`src/rtl/dino_pkg.sv`:
```
// Shared constants and FSM state type for the dino-game collision path.
package dino_pkg;
  localparam int X_W = 12;
  localparam int Y_W = 10;

  localparam int DINO_X_DEF   = 100;
  localparam int DINO_W_DEF   = 40;
  localparam int DINO_H_DEF   = 43;
  localparam int CACTUS_W_DEF = 25;
  localparam int CACTUS_H_DEF = 50;
  localparam int GROUND_Y_DEF = 400;

  typedef enum logic [1:0] {
    IDLE = 2'd0,
    SCAN = 2'd1,
    HIT  = 2'd2
  } state_t;
endpackage

```
`src/rtl/hitbox_compare.sv`:
```
// Combinational test of one cactus against the dino hitbox: overlap and exact-clear detection.
module hitbox_compare
  import dino_pkg::*;
#(
  parameter int DINO_X   = DINO_X_DEF,
  parameter int DINO_W   = DINO_W_DEF,
  parameter int DINO_H   = DINO_H_DEF,
  parameter int CACTUS_W = CACTUS_W_DEF,
  parameter int CACTUS_H = CACTUS_H_DEF,
  parameter int GROUND_Y = GROUND_Y_DEF
) (
  input  logic signed [X_W-1:0] cx,
  input  logic        [Y_W-1:0] dino_y,
  output logic                  overlap,
  output logic                  cleared
);
  localparam int XE_W = X_W + 2;
  localparam int YE_W = Y_W + 1;

  localparam logic signed [XE_W-1:0] C_RIGHT = XE_W'(DINO_X + DINO_W);
  localparam logic signed [XE_W-1:0] C_LEFT  = XE_W'(DINO_X);
  localparam logic signed [XE_W-1:0] C_CW    = XE_W'(CACTUS_W);
  localparam logic signed [XE_W-1:0] C_CLR   = XE_W'(DINO_X - CACTUS_W);
  localparam logic        [YE_W-1:0] C_TOP   = YE_W'(GROUND_Y - CACTUS_H);
  localparam logic        [YE_W-1:0] C_DH    = YE_W'(DINO_H);

  logic signed [XE_W-1:0] w_cx;
  logic signed [XE_W-1:0] w_cx_right;
  logic        [YE_W-1:0] w_dino_bot;
  logic                   w_x_ovl;
  logic                   w_y_ovl;

  // Two guard bits keep off-screen (negative) cactuses from wrapping into the window.
  assign w_cx       = {{2{cx[X_W-1]}}, cx};
  assign w_cx_right = w_cx + C_CW;
  assign w_dino_bot = {1'b0, dino_y} + C_DH;

  assign w_x_ovl = (w_cx < C_RIGHT) && (w_cx_right > C_LEFT);
  assign w_y_ovl = (w_dino_bot > C_TOP);

  assign overlap = w_x_ovl && w_y_ovl;
  assign cleared = (w_cx == C_CLR);
endmodule

```
`src/rtl/collision_detector.sv`:
```
// Snapshots cactus positions on each sync edge, scans one slot per cycle, latches game_over and keeps score.
module collision_detector
  import dino_pkg::*;
#(
  parameter int DINO_X   = DINO_X_DEF,
  parameter int DINO_W   = DINO_W_DEF,
  parameter int DINO_H   = DINO_H_DEF,
  parameter int CACTUS_W = CACTUS_W_DEF,
  parameter int CACTUS_H = CACTUS_H_DEF,
  parameter int GROUND_Y = GROUND_Y_DEF
) (
  input  logic                  clk,
  input  logic                  rst_n,
  input  logic                  cactus_sync,
  input  logic signed [X_W-1:0] cactus0,
  input  logic signed [X_W-1:0] cactus1,
  input  logic signed [X_W-1:0] cactus2,
  input  logic signed [X_W-1:0] cactus3,
  input  logic        [Y_W-1:0] dino_y,
  input  logic                  restart,
  output logic                  game_over,
  output logic        [1:0]     hit_slot,
  output logic        [15:0]    score,
  output logic                  check_done
);
  state_t                r_state;
  logic                  r_sync_d;
  logic signed [X_W-1:0] r_snap [4];
  logic        [Y_W-1:0] r_snap_y;
  logic        [1:0]     r_slot;
  logic                  r_pend;
  logic                  r_game_over;
  logic        [1:0]     r_hit_slot;
  logic        [15:0]    r_score;
  logic                  r_check_done;

  logic signed [X_W-1:0] w_cx;
  logic                  w_overlap;
  logic                  w_cleared;
  logic                  w_sync_rise;

  function automatic logic [15:0] sat_inc(input logic [15:0] v);
    return (v == 16'hFFFF) ? v : v + 16'd1;
  endfunction

  assign w_sync_rise = cactus_sync && !r_sync_d;
  assign w_cx        = r_snap[r_slot];

  hitbox_compare #(
    .DINO_X  (DINO_X),
    .DINO_W  (DINO_W),
    .DINO_H  (DINO_H),
    .CACTUS_W(CACTUS_W),
    .CACTUS_H(CACTUS_H),
    .GROUND_Y(GROUND_Y)
  ) u_cmp (
    .cx     (w_cx),
    .dino_y (r_snap_y),
    .overlap(w_overlap),
    .cleared(w_cleared)
  );

  // r_pend marks the extra cycle that emits check_done after a scan ends or a hit is taken.
  always_ff @(posedge clk or negedge rst_n) begin
    if (!rst_n) begin
      r_state      <= IDLE;
      r_sync_d     <= 1'b0;
      for (int i = 0; i < 4; i++) r_snap[i] <= '0;
      r_snap_y     <= '0;
      r_slot       <= '0;
      r_pend       <= 1'b0;
      r_game_over  <= 1'b0;
      r_hit_slot   <= '0;
      r_score      <= '0;
      r_check_done <= 1'b0;
    end else begin
      r_sync_d     <= cactus_sync;
      r_check_done <= 1'b0;
      if (restart) begin
        r_state     <= IDLE;
        for (int i = 0; i < 4; i++) r_snap[i] <= '0;
        r_snap_y    <= '0;
        r_slot      <= '0;
        r_pend      <= 1'b0;
        r_game_over <= 1'b0;
        r_hit_slot  <= '0;
        r_score     <= '0;
      end else begin
        case (r_state)
          IDLE: begin
            if (w_sync_rise) begin
              r_snap[0] <= cactus0;
              r_snap[1] <= cactus1;
              r_snap[2] <= cactus2;
              r_snap[3] <= cactus3;
              r_snap_y  <= dino_y;
              r_slot    <= '0;
              r_pend    <= 1'b0;
              r_state   <= SCAN;
            end
          end
          SCAN: begin
            if (r_pend) begin
              r_check_done <= 1'b1;
              r_pend       <= 1'b0;
              r_state      <= IDLE;
            end else if (w_overlap) begin
              r_game_over <= 1'b1;
              r_hit_slot  <= r_slot;
              r_pend      <= 1'b1;
              r_state     <= HIT;
            end else begin
              if (w_cleared) r_score <= sat_inc(r_score);
              if (r_slot == 2'd3) r_pend <= 1'b1;
              else                r_slot <= r_slot + 2'd1;
            end
          end
          HIT: begin
            if (r_pend) begin
              r_check_done <= 1'b1;
              r_pend       <= 1'b0;
            end
          end
          default: r_state <= IDLE;
        endcase
      end
    end
  end

  assign game_over  = r_game_over;
  assign hit_slot   = r_hit_slot;
  assign score      = r_score;
  assign check_done = r_check_done;
endmodule

```
`config.mk`:
```
export PLATFORM = sky130hd
export DESIGN_NAME = collision_detector
export DESIGN_NICKNAME = d
export VERILOG_FILES = /design/src/rtl/dino_pkg.sv /design/src/rtl/hitbox_compare.sv /design/src/rtl/collision_detector.sv
export SDC_FILE = /design/constraint.sdc
export NUM_CORES = 1
export LEC_CHECK = 0
export BUFFER_PORTS_ARGS = -buffer_cell sky130_fd_sc_hd__buf_2
export CAP_MARGIN = 20
export CORE_MARGIN = 4
export CORE_UTILIZATION = 35
export DETAILED_ROUTE_END_ITERATION = 8
export GPL_TIMING_DRIVEN = 1
export PLACE_DENSITY_LB_ADDON = 0.12
export SETUP_SLACK_MARGIN = 0.5
export SLEW_MARGIN = 10
export SYNTH_ARGS = -nofsm -noshare
export SYNTH_HDL_FRONTEND = slang
export SYNTH_SLANG_ARGS = --single-unit
```
`constraint.sdc`:
```
create_clock -name clk -period 2.6 [get_ports clk]
set_input_delay 0.26 -clock clk [delete_from_list [all_inputs] [get_ports clk]]
set_output_delay 0.26 -clock clk [all_outputs]
set_load 0.03 [all_outputs]
```
== Word-level counts from Yosys, hierarchy flattened ==
Cells that the tools add are included.
Operators by class
  eq/ne operators: 14
  reduce and logical (&&, ||, !) cells: 19
  $lt $le $gt $ge: 4
  bitwise gates (word level): 1
  muxes and demuxes: 43
  $add $sub $neg: 4
Operators by type and width (count)
  48-bit 2-to-1 mux: 3
  16-bit 2-to-1 mux: 6
  10-bit 2-to-1 mux: 3
  2-bit 2-to-1 mux: 13
  12-bit binary-select mux with 2-bit select: 1
  12-bit 2-to-1 mux: 2
  16-bit by 1-bit adder with 16-bit output, second input constant: 1
  16-bit equality test, second input constant: 1
  14-bit by 8-bit > comparator with 1-bit output, second input constant: 1
  12-bit by 6-bit adder with 13-bit output, second input constant: 1
  12-bit by 8-bit equality test with 1-bit output, second input constant: 1
  12-bit by 9-bit less-than comparator with 1-bit output, second input constant: 1
  1-bit 2-to-1 mux: 12
  3-bit != test, second input constant: 4
  10-bit by 6-bit adder with 11-bit output, second input constant: 1
  11-bit by 9-bit > comparator with 1-bit output, second input constant: 1
  5-bit AND reduction: 2
  2-bit nonzero test: 5
  2-bit != test, second input constant: 4
  2-bit one-hot mux with 3 select lines: 1
  3-bit AND reduction: 2
  2-bit equality test, second input constant: 2
  4-bit by 3-bit != test with 1-bit output, second input constant: 1
  2-bit one-hot mux with 2 select lines: 1
  other kinds (12): 15
Word-level totals
  logic and storage cells: 98
  flip-flop bits (word level): 84

== Longest topological paths before layout ==
Gate-level depths: netlist (run 1).
  word-level depth: 12
  gate-level depth with buffers: 10

== Hierarchy ==
A second synthesis (run 1) with hierarchy kept.
Second synthesis, totals
  cell total of the unflattened synthesis: 475
  area, all modules: 4516.8 um^2
By module, submodules not included
  collision_detector: instances 1, area an instance 4232.8 um^2, cells an instance 429, sequential area each 2102.0 um^2
  hitbox_compare: instances 1, area an instance 284.0 um^2, cells an instance 46, sequential area each 0.0 um^2

== Worst setup path before layout (run 1) ==
OpenSTA, ideal clock, no wires.
  kind: flip-flop to flip-flop
  start point: register r_snap_y[0]
  end point: register r_hit_slot[0] (netlist: hit_slot[0])
  library setup time: 79 ps
  cell stages (with the launch flop): 9
  path slack: 362 ps
  arrival: 2159 ps
  required time: 2521 ps
  buffers on the path: 0
  path through: dfrtp_1 inv_1 ha_1 or4_1 a22oi_1 a32oi_1 a21boi_1 o21a_2 mux2i_1
Between the ends
  cells in the longest elaborated chain, start to end: 5
Ends and longest elaborated chain
  start, declared: RTL line collision_detector.sv:29  | logic [Y_W-1:0] r_snap_y;
  start signal, assigned: RTL line collision_detector.sv:96  | r_snap_y <= dino_y;
  10-bit by 6-bit adder with 11-bit output: RTL line hitbox_compare.sv:36  | assign w_dino_bot = {1'b0, dino_y} + C_DH;
  11-bit by 9-bit > comparator with 1-bit output: RTL line hitbox_compare.sv:39  | assign w_y_ovl = (w_dino_bot > C_TOP);
  1-bit logical AND: RTL line hitbox_compare.sv:41  | assign overlap = w_x_ovl && w_y_ovl;
  2-bit nonzero test (no source line)
  3-bit AND reduction (no source line)
  end signal, assigned: RTL line collision_detector.sv:109  | r_hit_slot <= r_slot;
  end, declared: RTL line collision_detector.sv:33  | logic [1:0] r_hit_slot;
Every way passes these cells.
A chain may end at the register's enable or synchronous reset.

== Worst setup path after layout (run 1) ==
  start point: register r_slot[0]
  end point: register r_score[6] (netlist: score[6])
Between the ends
  cells in the longest elaborated chain, start to end: 10
Ends and longest elaborated chain
  start, declared: RTL line collision_detector.sv:30  | logic [1:0] r_slot;
  start signal, assigned: RTL line collision_detector.sv:115  | else r_slot <= r_slot + 2'd1;
  2-bit inverter with 3-bit output (not written as such) (*): RTL line collision_detector.sv:47  | assign w_cx = r_snap[r_slot];
  12-bit binary-select mux with 2-bit select (*): RTL line collision_detector.sv:47
  12-bit 2-to-1 mux (not written as such) (*) (2 in series): RTL line collision_detector.sv:47
  12-bit by 6-bit adder with 13-bit output: RTL line hitbox_compare.sv:35  | assign w_cx_right = w_cx + C_CW;
  14-bit by 8-bit > comparator with 1-bit output: RTL line hitbox_compare.sv:38  | assign w_x_ovl = (w_cx < C_RIGHT) && (w_cx_right > C_LEFT);
  1-bit logical AND: RTL line hitbox_compare.sv:38
  1-bit logical AND: RTL line hitbox_compare.sv:41
  2-bit != test (no source line)
  5-bit AND reduction (no source line) (*)
  end signal, assigned: RTL line collision_detector.sv:113  | if (w_cleared) r_score <= sat_inc(r_score);
  end, declared: RTL line collision_detector.sv:34  | logic [15:0] r_score;
Every way passes the cells marked *; elsewhere a longest branch is shown, timed or not. The select of a mux whose other input is x is not followed.

==> impl_metrics.csv, run 1 <==
group,metric,value,unit
outcome,status,"finished with violations",
outcome,failed_checks,"hold timing",
floorplanning,die_x,121,um
routing,initialDrtViolationCount,125,
worst_setup_path,worstSetupStartpointType,"flip-flop",
synth,synth_area_per_cell,9.22,sq um
worst_setup_path,critical_path_arrival,2.56,ns
synth,ys_async_sr_fraction,100,%
routing,wl_per_cell,14.9,um
power_and_ir_drop,vdd_drop_max,0.287,mV
placement,dp_cells,713,
clocking,cts_inserted_buffers,9,
worst_setup_path,path_class,"flip-flop to flip-flop",
timing,setup_violations,0,
global_routing,grtUsageTotal,15.5,%
clocking,postCtsHoldBufs,0,
finish,fin_nets,637,
floorplanning,rows,40,
synth,synth_edf_count,0,
routing,drc,0,
floorplanning,start_util,36.4,%
clocking,htree_levels,3,
timing,slew_violations,0,
floorplanning,dieHeight,121,um
worst_setup_path,critPathCaptureType,"flip-flop",
timing,rsz0062_at_grt,"yes",
finish,final_util,46.4,%
worst_setup_path,critPathRequiredTime,2.85,ns
finish,area_growth,27.5,%
timing,final_hold_viol_count,49,
placement,place.gp.congestion,0.771,
synth,syn-cell-area,0.00446,sq mm
routing,ant_nets,0,
synth,postSynthCellCount,484,
clocking,cts_tree,"done",
synth,yosys_warnings,0,
placement,numPortBuffers,81,
timing,layout_min_cycle_time,2.31,ns
global_routing,grt_max_degree,95,
routing,dr.pass1.iters,4,
timing,hold_ws,-0.0135,ns
synth,ys.flop_type,"dfrtp_1",
clocking,cts.reportedPaths.clkPinSlew,0.06,ns
global_routing,antenna_found_initial,0,
clocking,cts_root_buffer,"clkbuf_16",
hold_path,hold_path.class,"primary input to async pin",
synth,synth_nets,554,
timing,fin_skew,0.00887,ns
timing,slew_headroom,53.3,%
clocking,cts_sinks,84,
floorplanning,die-area,0.0146,sq mm
global_routing,overflow,0,
clocking,clk_latency,0.34,ns
routing,vias,3616,
synth,synth_cell_types,55,
power_and_ir_drop,p_per_area,606,mW/mm^2
floorplanning,ios,82,
timing,fin_tns_setup,0,ns
finish,n_antenna_cell,0,
synth,synth_seq_area_share,47.1,%
power_and_ir_drop,p_leak,2.53,nW
placement,dp_hpwl,7.60,mm
worst_setup_path,path_max_fanout,8,
global_routing,grt_pass1_vias,3690,
finish,drive_gt1_share,30.5,%
floorplanning,coreArea,0.0123,sq mm
clocking,clockBufferDepth,2,
routing,routed_via_density,4.90,
timing,max_slew.worst_pin.slew,0.701,ns
routing,drt-total-wl,11.0,mm
job,maxCapViolations,0,
finish,final_cells,738,
timing,fmax,433,MHz
timing,finalCritPeriodShare,88.8,%
global_routing,grt_pass1_wl,18.2,mm
synth,synth-seq-cells,84,
finish,fillers,1184,
stage by stage:
step / hold slack [ns] / instance area, sq um / power, mW / worst slack, ns
finish: -0.0135 / 5690 / 3.45 / 0.292
CTS: 0.00953 / 5480 / 3.44 / 0.347
floorplan: -0.0356 / 4490 / 2.00 / 0.501
global route: 0.0417 / 5690 / 3.66 / 0.206
global placement: 0.360 / 5060 / 2.22 / 0.0934
detailed placement: 0.369 / 5060 / 2.23 / 0.0487
cell usage after synthesis, drive strengths merged, types with 3 or more instances:
master,n,area share [%]
nor3b,3,0.62
or3,3,0.42
buf,5,0.98
mux2i,6,1.3
clkbuf,23,1.9
a21oi,14,1.6
nor2b,3,0.42
ha,8,2.2
nand3,3,0.34
a22oi,4,0.67
dfrtp,84,47
nor2,28,2.4
and3,4,0.56
a31oi,3,0.42
nor3,14,2.0
nand2,71,6.0
nand4,5,1.0
nand2b,69,9.7
xnor2,12,2.4
mux4,4,2.2
o21ai,71,8.0
inv,15,1.3
area by class of cell:
type                       count  area, sq um  area share (%)
clock buffer                  11          233            4.09
clock inverter                 3         17.5           0.308
inverter                      15         56.3           0.989
multi-input combinational    357         2450            43.1
sequential                    84         2120            37.2
tap                          168          210            3.69
timing repair buffer         100          604            10.6
report_power, final:
group          internal, mW  switching [mW]  leakage (nW)
Clock                 0.634           0.493         0.121
Combinational         0.348           0.424          1.31
Sequential             1.43           0.118          1.09
cells in the final DEF (no fill, tap or decap), types with 3 or more instances in the layout:
cell / synthesis / layout
ha_1: 8 / 6
a22oi_2: 0 / 3
buf_4: 0 / 14
inv_1: 15 / 14
mux2i_1: 6 / 4
buf_2: 2 / 80
nor2b_1: 3 / 3
clkbuf_16: 0 / 10
xnor2_1: 12 / 11
nor3_4: 0 / 9
nor2_1: 28 / 26
nor3_1: 10 / 4
nand4_1: 4 / 4
buf_6: 3 / 3
a21oi_2: 0 / 4
nand2_1: 71 / 71
dfrtp_1: 84 / 73
dfrtp_2: 0 / 11
o21ai_0: 70 / 69
mux4_2: 2 / 3
a21oi_1: 14 / 9
and3_1: 4 / 4
nand2b_1: 69 / 68
kinds of logic (layout without fill, tap and decap cells):
group           after synthesis  count (layout)  synth area share [%]
simple gates                217             217                  26.0
compound gates              109             109                  14.4
xor+xnor                     13              13                  2.55
fa+ha+maj                     8               8                  2.24
mux                          10              10                  3.53
flops                        84              84                  47.1
buf+inv                      43             129                  4.18
per-layer routing:
layer | vias up | wire length, um | track usage, %
met4 | 0 | 155 | 6.37
met1 | 1715 | 5490 | 22.2
met5 | - | 0 | 0
met3 | 12 | 420 | 2.84
met2 | 76 | 4900 | 23.2
li1 | 1813 | - | -
registers in the layout, indices dropped and copies added (netlist names):
name	flops
check_done	1
game_over	1
hit_slot	2
r_pend	1
r_slot	2
r_snap	48
r_snap_y	10
r_state	2
r_sync_d	1
score	16
repair_timing:
| action | in CTS | in global routing |
|---|---|---|
| resized for setup | 24 | 30 |
| buffers inserted | 8 | 2 |
| endpoints found under the setup margin | 24 | 24 |
| pin swaps | 11 | 20 |
| cloned | 0 | 1 |
| hold endpoints to repair | 0 | 0 |
final timing paths:
path	start	endpoint	slack (ns)	cells past startpoint
max	r_slot[0]	score[6]	0.29	6
min	rst_n	r_snap_y[9]	-0.01	1
max reg2reg	r_slot[0]	score[6]	0.29	6
min reg2reg	r_snap[18]	r_snap[18]	0.48	2
max in group asynchronous	rst_n	r_snap[2]	1.92	2
min in group clk	cactus_sync	r_sync_d	0.09	1
critical path: stages, from the launching register on:
cell and delay, ns:
dfrtp_2 0.48, mux4_2 0.58, and4bb_2 0.35, nand4_4 0.17
buf_12 0.21, or3_1 0.30, a21oi_1 0.14
Note: power is estimated with default switching activity, not from simulation.
==> inputs of run 2 (changes only) <==
==> constraint.sdc (replaced) <==
create_clock -name clk -period 2.01 [get_ports clk]
set_input_delay 0.201 -clock clk [delete_from_list [all_inputs] [get_ports clk]]
set_output_delay 0.201 -clock clk [all_outputs]
set_load 0.03 [all_outputs]
==> run 2 against run 1 <==
Routed wire length grew 9.6%. Highest routed layer unchanged. Clock skew down 0.0033 ns. Combinational power up 75%. Worst setup slack worse by 0.52 ns. Die area unchanged. The flow finishes with violations (setup timing). Global-route usage is 0.70 points higher.
==> impl_metrics.csv, run 2 (synthesis results as in run 1) <==
group,metric,value,unit
outcome,status,"finished with violations",
outcome,failed_checks,"setup timing",
finish,n_antenna_cell,0,
hold_path,whs_path_depth,1,
finish,final_cell_mix,"buf_2 (80), dfrtp_1 (74), nand2b_1 (68)",
floorplanning,start_util,36.4,%
routing,vias,3893,
placement,numPortBuffers,81,
routing,ant_nets,0,
timing,slew_violations,0,
floorplanning,die-area,0.0146,sq mm
worst_setup_path,r2r_start,"r_slot[0]",
clocking,cts_root_buffer,"clkbuf_16",
worst_setup_path,critical_path_arrival,2.43,ns
worst_setup_path,regToRegSetupSlack,-0.23,ns
clocking,htree_levels,3,
worst_setup_path,critPathRequiredTime,2.20,ns
timing,setup_ws,-0.229,ns
timing,fin_skew,0.00558,ns
placement,pre_cts_ws,-0.273,ns
finish,final_common_cell,"buf_2",
clocking,cts_inserted_buffers,9,
timing,finalCritPeriodShare,111,%
power_and_ir_drop,total_power,4.89,mW
clocking,clk_latency,0.33,ns
global_routing,grt_pass1_vias,3858,
timing,rsz0062_at_grt,"yes",
routing,drt-total-wl,12.0,mm
power_and_ir_drop,vdd_drop_max,0.567,mV
clocking,cts_tree,"done",
global_routing,grt_max_degree,51,
routing,dr.pass1.iters,4,
global_routing,grtUsageTotal,16.2,%
placement,place.gp.congestion,0.824,
timing,fmax,447,MHz
hold_path,hold_path.class,"primary input to flip-flop",
floorplanning,rows,40,
job,maxCapViolations,0,
floorplanning,dieHeight,121,um
routing,routed_via_density,4.98,
hold_path,holdPathEnd,"r_sync_d",
power_and_ir_drop,p_leak,2.85,nW
routing,initialDrtViolationCount,202,
routing,drc,0,
timing,slew_headroom,62.3,%
clocking,clockBufferDepth,2,
clocking,cts_sinks,84,
placement,dp_hpwl,7.84,mm
power_and_ir_drop,p_per_area,776,mW/mm^2
timing,max_slew.worst_pin.slew,0.564,ns
timing,setup_violations,24,
finish,drive_gt1_share,39.2,%
worst_setup_path,critPathCaptureType,"flip-flop",
clocking,cts.reportedPaths.clkPinSlew,0.06,ns
global_routing,overflow,0,
finish,largest_reg_flops,48,
finish,area_growth,41.2,%
hold_path,min_from,"cactus_sync",
worst_setup_path,reg2reg_depth,6,
timing,hold_ws,0.0464,ns
floorplanning,coreArea,0.0123,sq mm
routing,wl_per_cell,15.4,um
floorplanning,ios,82,
worst_setup_path,path_max_fanout,5,
timing,final_hold_viol_count,0,
finish,final_cells,781,
finish,fillers,1136,
finish,fin_nets,678,
worst_setup_path,reg2reg_to,"game_over",
floorplanning,die_x,121,um
worst_setup_path,path_class,"flip-flop to flip-flop",
placement,dp_cells,742,
finish,top_register,"r_snap",
worst_setup_path,worstSetupStartpointType,"flip-flop",
global_routing,antenna_found_initial,0,
timing,layout_min_cycle_time,2.24,ns
global_routing,grt_pass1_wl,19.1,mm
==> run 2: changes by cell type in the layout (fill, tap and decap cells not counted), moves of 7 or more <==
| cell | before | now |
|---|---|---|
| nand2_1 | 71 | 64 |
| o21ai_0 | 69 | 49 |
| buf_6 | 3 | 12 |
| o21ai_2 | 1 | 16 |
| buf_4 | 14 | 36 |
==> run 2: area by class of cell <==
class	count	area, sq um	share of cell area [%]
multi-input cells	358	2560	40.6
flip-flops and latches	84	2110	33.6
repair buffers	140	1080	17.1
clock buffers	12	256	4.07
well taps	168	210	3.34
inverters	15	56.3	0.894
clock inverters	4	25.0	0.397
==> run 2: stage by stage <==
step	utilization, %	cell area [sq um]	TNS [ns]
2_1_floorplan	-	4550	-1.04
3_3_place_gp	43.5	5340	-3.97
3_5_place_dp	43.5	5340	-5.23
4_1_cts	48.7	5970	-4.16
5_1_grt	51.4	6300	-7.49
6_report	51.4	6300	-4.33
==> run 2: critical path, stage by stage, from the launching register on <==
cell,delay [ns]
dfrtp_2,0.43
buf_6,0.12
mux4_2,0.53
a221oi_4,0.34
mux2i_4,0.36
o21bai_4,0.21
o32ai_2,0.10
==> run 2: worst max-delay path by stage <==
stage | cells after the start | to | start | slack, ns
global route | 6 | r_pend | r_slot[0] | -0.40
finish | 6 | game_over | r_slot[0] | -0.23
CTS | 7 | r_state[0] | r_slot[0] | -0.24
global placement | 7 | score[4] | r_slot[0] | -0.22
floorplan | 8 | hit_slot[0] | r_snap_y[1] | -0.08
detailed placement | 7 | score[12] | r_slot[0] | -0.27
==> run 2: timing repair <==
item	4_1_cts	5_1_grt
buffers inserted	11	3
cloned	2	6
pin swaps	22	19
setup endpoints to repair	82	61
endpoints found under the hold margin	31	0
gates resized for setup	44	61
hold buffers	1	0
==> run 2: layer usage <==
| layer | up-vias | track usage [%] | wire length (um) |
|---|---|---|---|
| li1 | 1912 | - | - |
| met1 | 1881 | 22.5 | 5630 |
| met2 | 88 | 25.3 | 5720 |
| met3 | 12 | 4.01 | 528 |
| met4 | 0 | 4.67 | 145 |
| met5 | - | 0 | 0 |
==> run 2: power breakdown <==
part	switching (mW)	total (mW)	internal [mW]
Combinational	0.677	1.35	0.675
Sequential	0.131	1.99	1.85
Clock	0.654	1.55	0.901
Total	1.46	4.89	3.43
==> inputs of run 3 (changes only) <==
--- a/config.mk
+++ b/config.mk
@@ -9,9 +9,9 @@
 export CAP_MARGIN = 20
 export CORE_MARGIN = 4
 export CORE_UTILIZATION = 35
+export CTS_BUF_LIST = sky130_fd_sc_hd__clkbuf_16
 export DETAILED_ROUTE_END_ITERATION = 8
 export GPL_TIMING_DRIVEN = 1
-export PLACE_DENSITY_LB_ADDON = 0.12
 export SETUP_SLACK_MARGIN = 0.5
 export SLEW_MARGIN = 10
 export SYNTH_ARGS = -nofsm -noshare
==> run 3 against run 2 <==
The run still ends with setup timing left. Critical path depth rose by 3. Via count rose by 1.3%. First-iteration DRC count fell by 37%. Count of clock-buffer cells in the layout fell by 3. Sequential share of layout area fell by 1.9 points. Design area rose by 6.1%. Register-to-register slack got worse by 0.03 ns. Non-clock buffer count rose by 1. Sequential power barely moved. Sequential cell count did not move. Highest routed layer unchanged.
==> impl_metrics.csv, run 3 (synthesis results as in run 1) <==
group,metric,value,unit
power_and_ir_drop,p_per_area,754,mW/mm^2
timing,final_hold_viol_count,0,
clocking,cts_inserted_buffers,9,
floorplanning,rows,40,
clocking,cts_tree,"done",
timing,max_slew.worst_pin.slew,0.719,ns
floorplanning,coreArea,0.0123,sq mm
finish,fin_nets,678,
timing,fin_skew,0.00611,ns
floorplanning,ios,82,
timing,finalCritPeriodShare,113,%
worst_setup_path,path_class,"flip-flop to flip-flop",
clocking,htree_levels,3,
placement,pre_cts_ws,-0.233,ns
global_routing,grt_pass1_vias,3805,
worst_setup_path,critPathCaptureType,"flip-flop",
worst_setup_path,path_max_fanout,5,
timing,hold_ws,0.0261,ns
global_routing,antenna_found_initial,0,
routing,initialDrtViolationCount,127,
timing,rsz0062_at_grt,"yes",
timing,setup_ws,-0.255,ns
global_routing,grt_max_degree,46,
placement,placed_area,0.00537,sq mm
clocking,clk_latency,0.34,ns
finish,final_common_cell,"buf_2",
finish,area_growth,49.7,%
finish,final_cells,781,
placement,place.gp.congestion,0.834,
placement,dp_hpwl,7.57,mm
routing,drc,0,
outcome,failed_checks,"setup timing",
finish,final_cell_mix,"buf_2 (80), dfrtp_1 (74), nand2b_1 (66)",
clocking,cts.reportedPaths.clkPinSlew,0.06,ns
floorplanning,die-area,0.0146,sq mm
floorplanning,dieHeight,121,um
timing,fmax,442,MHz
job,maxCapViolations,0,
timing,layout_min_cycle_time,2.26,ns
finish,fillers,1066,
timing,slew_violations,0,
routing,routed_via_density,5.05,
global_routing,grt_pass1_wl,18.9,mm
finish,drive_gt1_share,50.1,%
worst_setup_path,critPathRequiredTime,2.26,ns
routing,drt-total-wl,12.4,mm
worst_setup_path,critical_path_arrival,2.52,ns
placement,dp_cells,745,
power_and_ir_drop,p_leak,3.13,nW
hold_path,hold_path.class,"primary input to flip-flop",
power_and_ir_drop,vdd_drop_max,0.452,mV
worst_setup_path,worstSetupStartpointType,"flip-flop",
floorplanning,die_x,121,um
clocking,cts_root_buffer,"clkbuf_16",
routing,ant_nets,0,
floorplanning,start_util,36.4,%
routing,dr.pass1.iters,4,
finish,largest_reg_flops,48,
outcome,status,"finished with violations",
routing,vias,3945,
finish,top_register,"r_snap",
finish,n_antenna_cell,0,
global_routing,grtUsageTotal,16.0,%
placement,numPortBuffers,81,
clocking,clockBufferDepth,2,
timing,slew_headroom,52.0,%
routing,wl_per_cell,15.9,um
global_routing,overflow,0,
finish,fin_area,0.00668,sq mm
clocking,cts_sinks,84,
timing,setup_violations,24,
==> run 3: cell types whose count changed in the layout (fill, tap and decap cells not counted), moves of 6 or more <==
cell and delta:
o21ai_2 +31, nand2_1 -32, o21ai_1 +9, nand2_2 +14
o21ai_0 -41, nand2_4 +18, buf_6 -6
==> run 3: critical path, stage by stage (launching register included) <==
cell     delay (ns)
dfrtp_2        0.43
buf_6          0.12
buf_4          0.10
nor4b_1        0.32
a22oi_2        0.17
a21oi_4        0.22
nand4_4        0.17
buf_12         0.19
or3_1          0.30
a21oi_1        0.16
==> run 3: power breakdown <==
part | internal (mW) | leakage (nW) | switching, mW
registers | 1.85 | 1.10 | 0.168
logic | 0.775 | 1.90 | 0.768
clock network | 0.817 | 0.127 | 0.654
total | 3.45 | 3.13 | 1.59
==> run 3: stage by stage <==
stage / power, mW / TNS, ns / utilization (%)
floorplan: 2.61 / -1.04 / -
global placement: 2.97 / -2.74 / 43.8
detailed placement: 3.00 / -3.69 / 43.8
CTS: 4.66 / -2.73 / 48.0
global route: 5.30 / -7.17 / 54.5
finish: 5.04 / -4.28 / 54.5
==> run 3: what timing repair did <==
action / CTS / global route
gates resized for setup: 31 / 203
hold buffers: 1 / 0
gates cloned: 3 / 8
setup endpoints to repair: 82 / 57
setup buffers: 3 / 5
pin swaps: 9 / 78
endpoints found under the hold margin: 33 / 0
==> run 3: path summary, 6_finish.rpt <==
kind,from,cells past startpoint,endpoint,slack [ns]
max,r_slot[0],9,score[3],-0.25
min,cactus_sync,1,r_sync_d,0.03
max in group asynchronous,rst_n,3,score[1],1.04
max reg2reg,r_slot[0],9,score[3],-0.25
min in group asynchronous,rst_n,2,r_snap[18],0.38
min reg2reg,r_snap[1],2,r_snap[1],0.48
==> run 3: cell type report <==
type                            instances  area [sq um]  share of cell area, %
Timing Repair Buffer                  141          1160                   17.3
Tap cell                              168           210                   3.15
Inverter                               15          56.3                  0.843
Clock buffer                            9           225                   3.37
Clock inverter                          7          33.8                  0.506
Multi-Input combinational cell        357          2880                   43.1
Sequential cell                        84          2110                   31.6
==> run 3: per-layer routing <==
layer,vias to the layer above,global-route usage (%),part of all wire [%],wire (um)
met2,93,25.4,48,5910
met5,-,0,0,0
met4,0,4.96,2.4,299
met1,1918,22.6,46,5740
met3,26,2.47,3.8,466
li1,1908,-,-,-
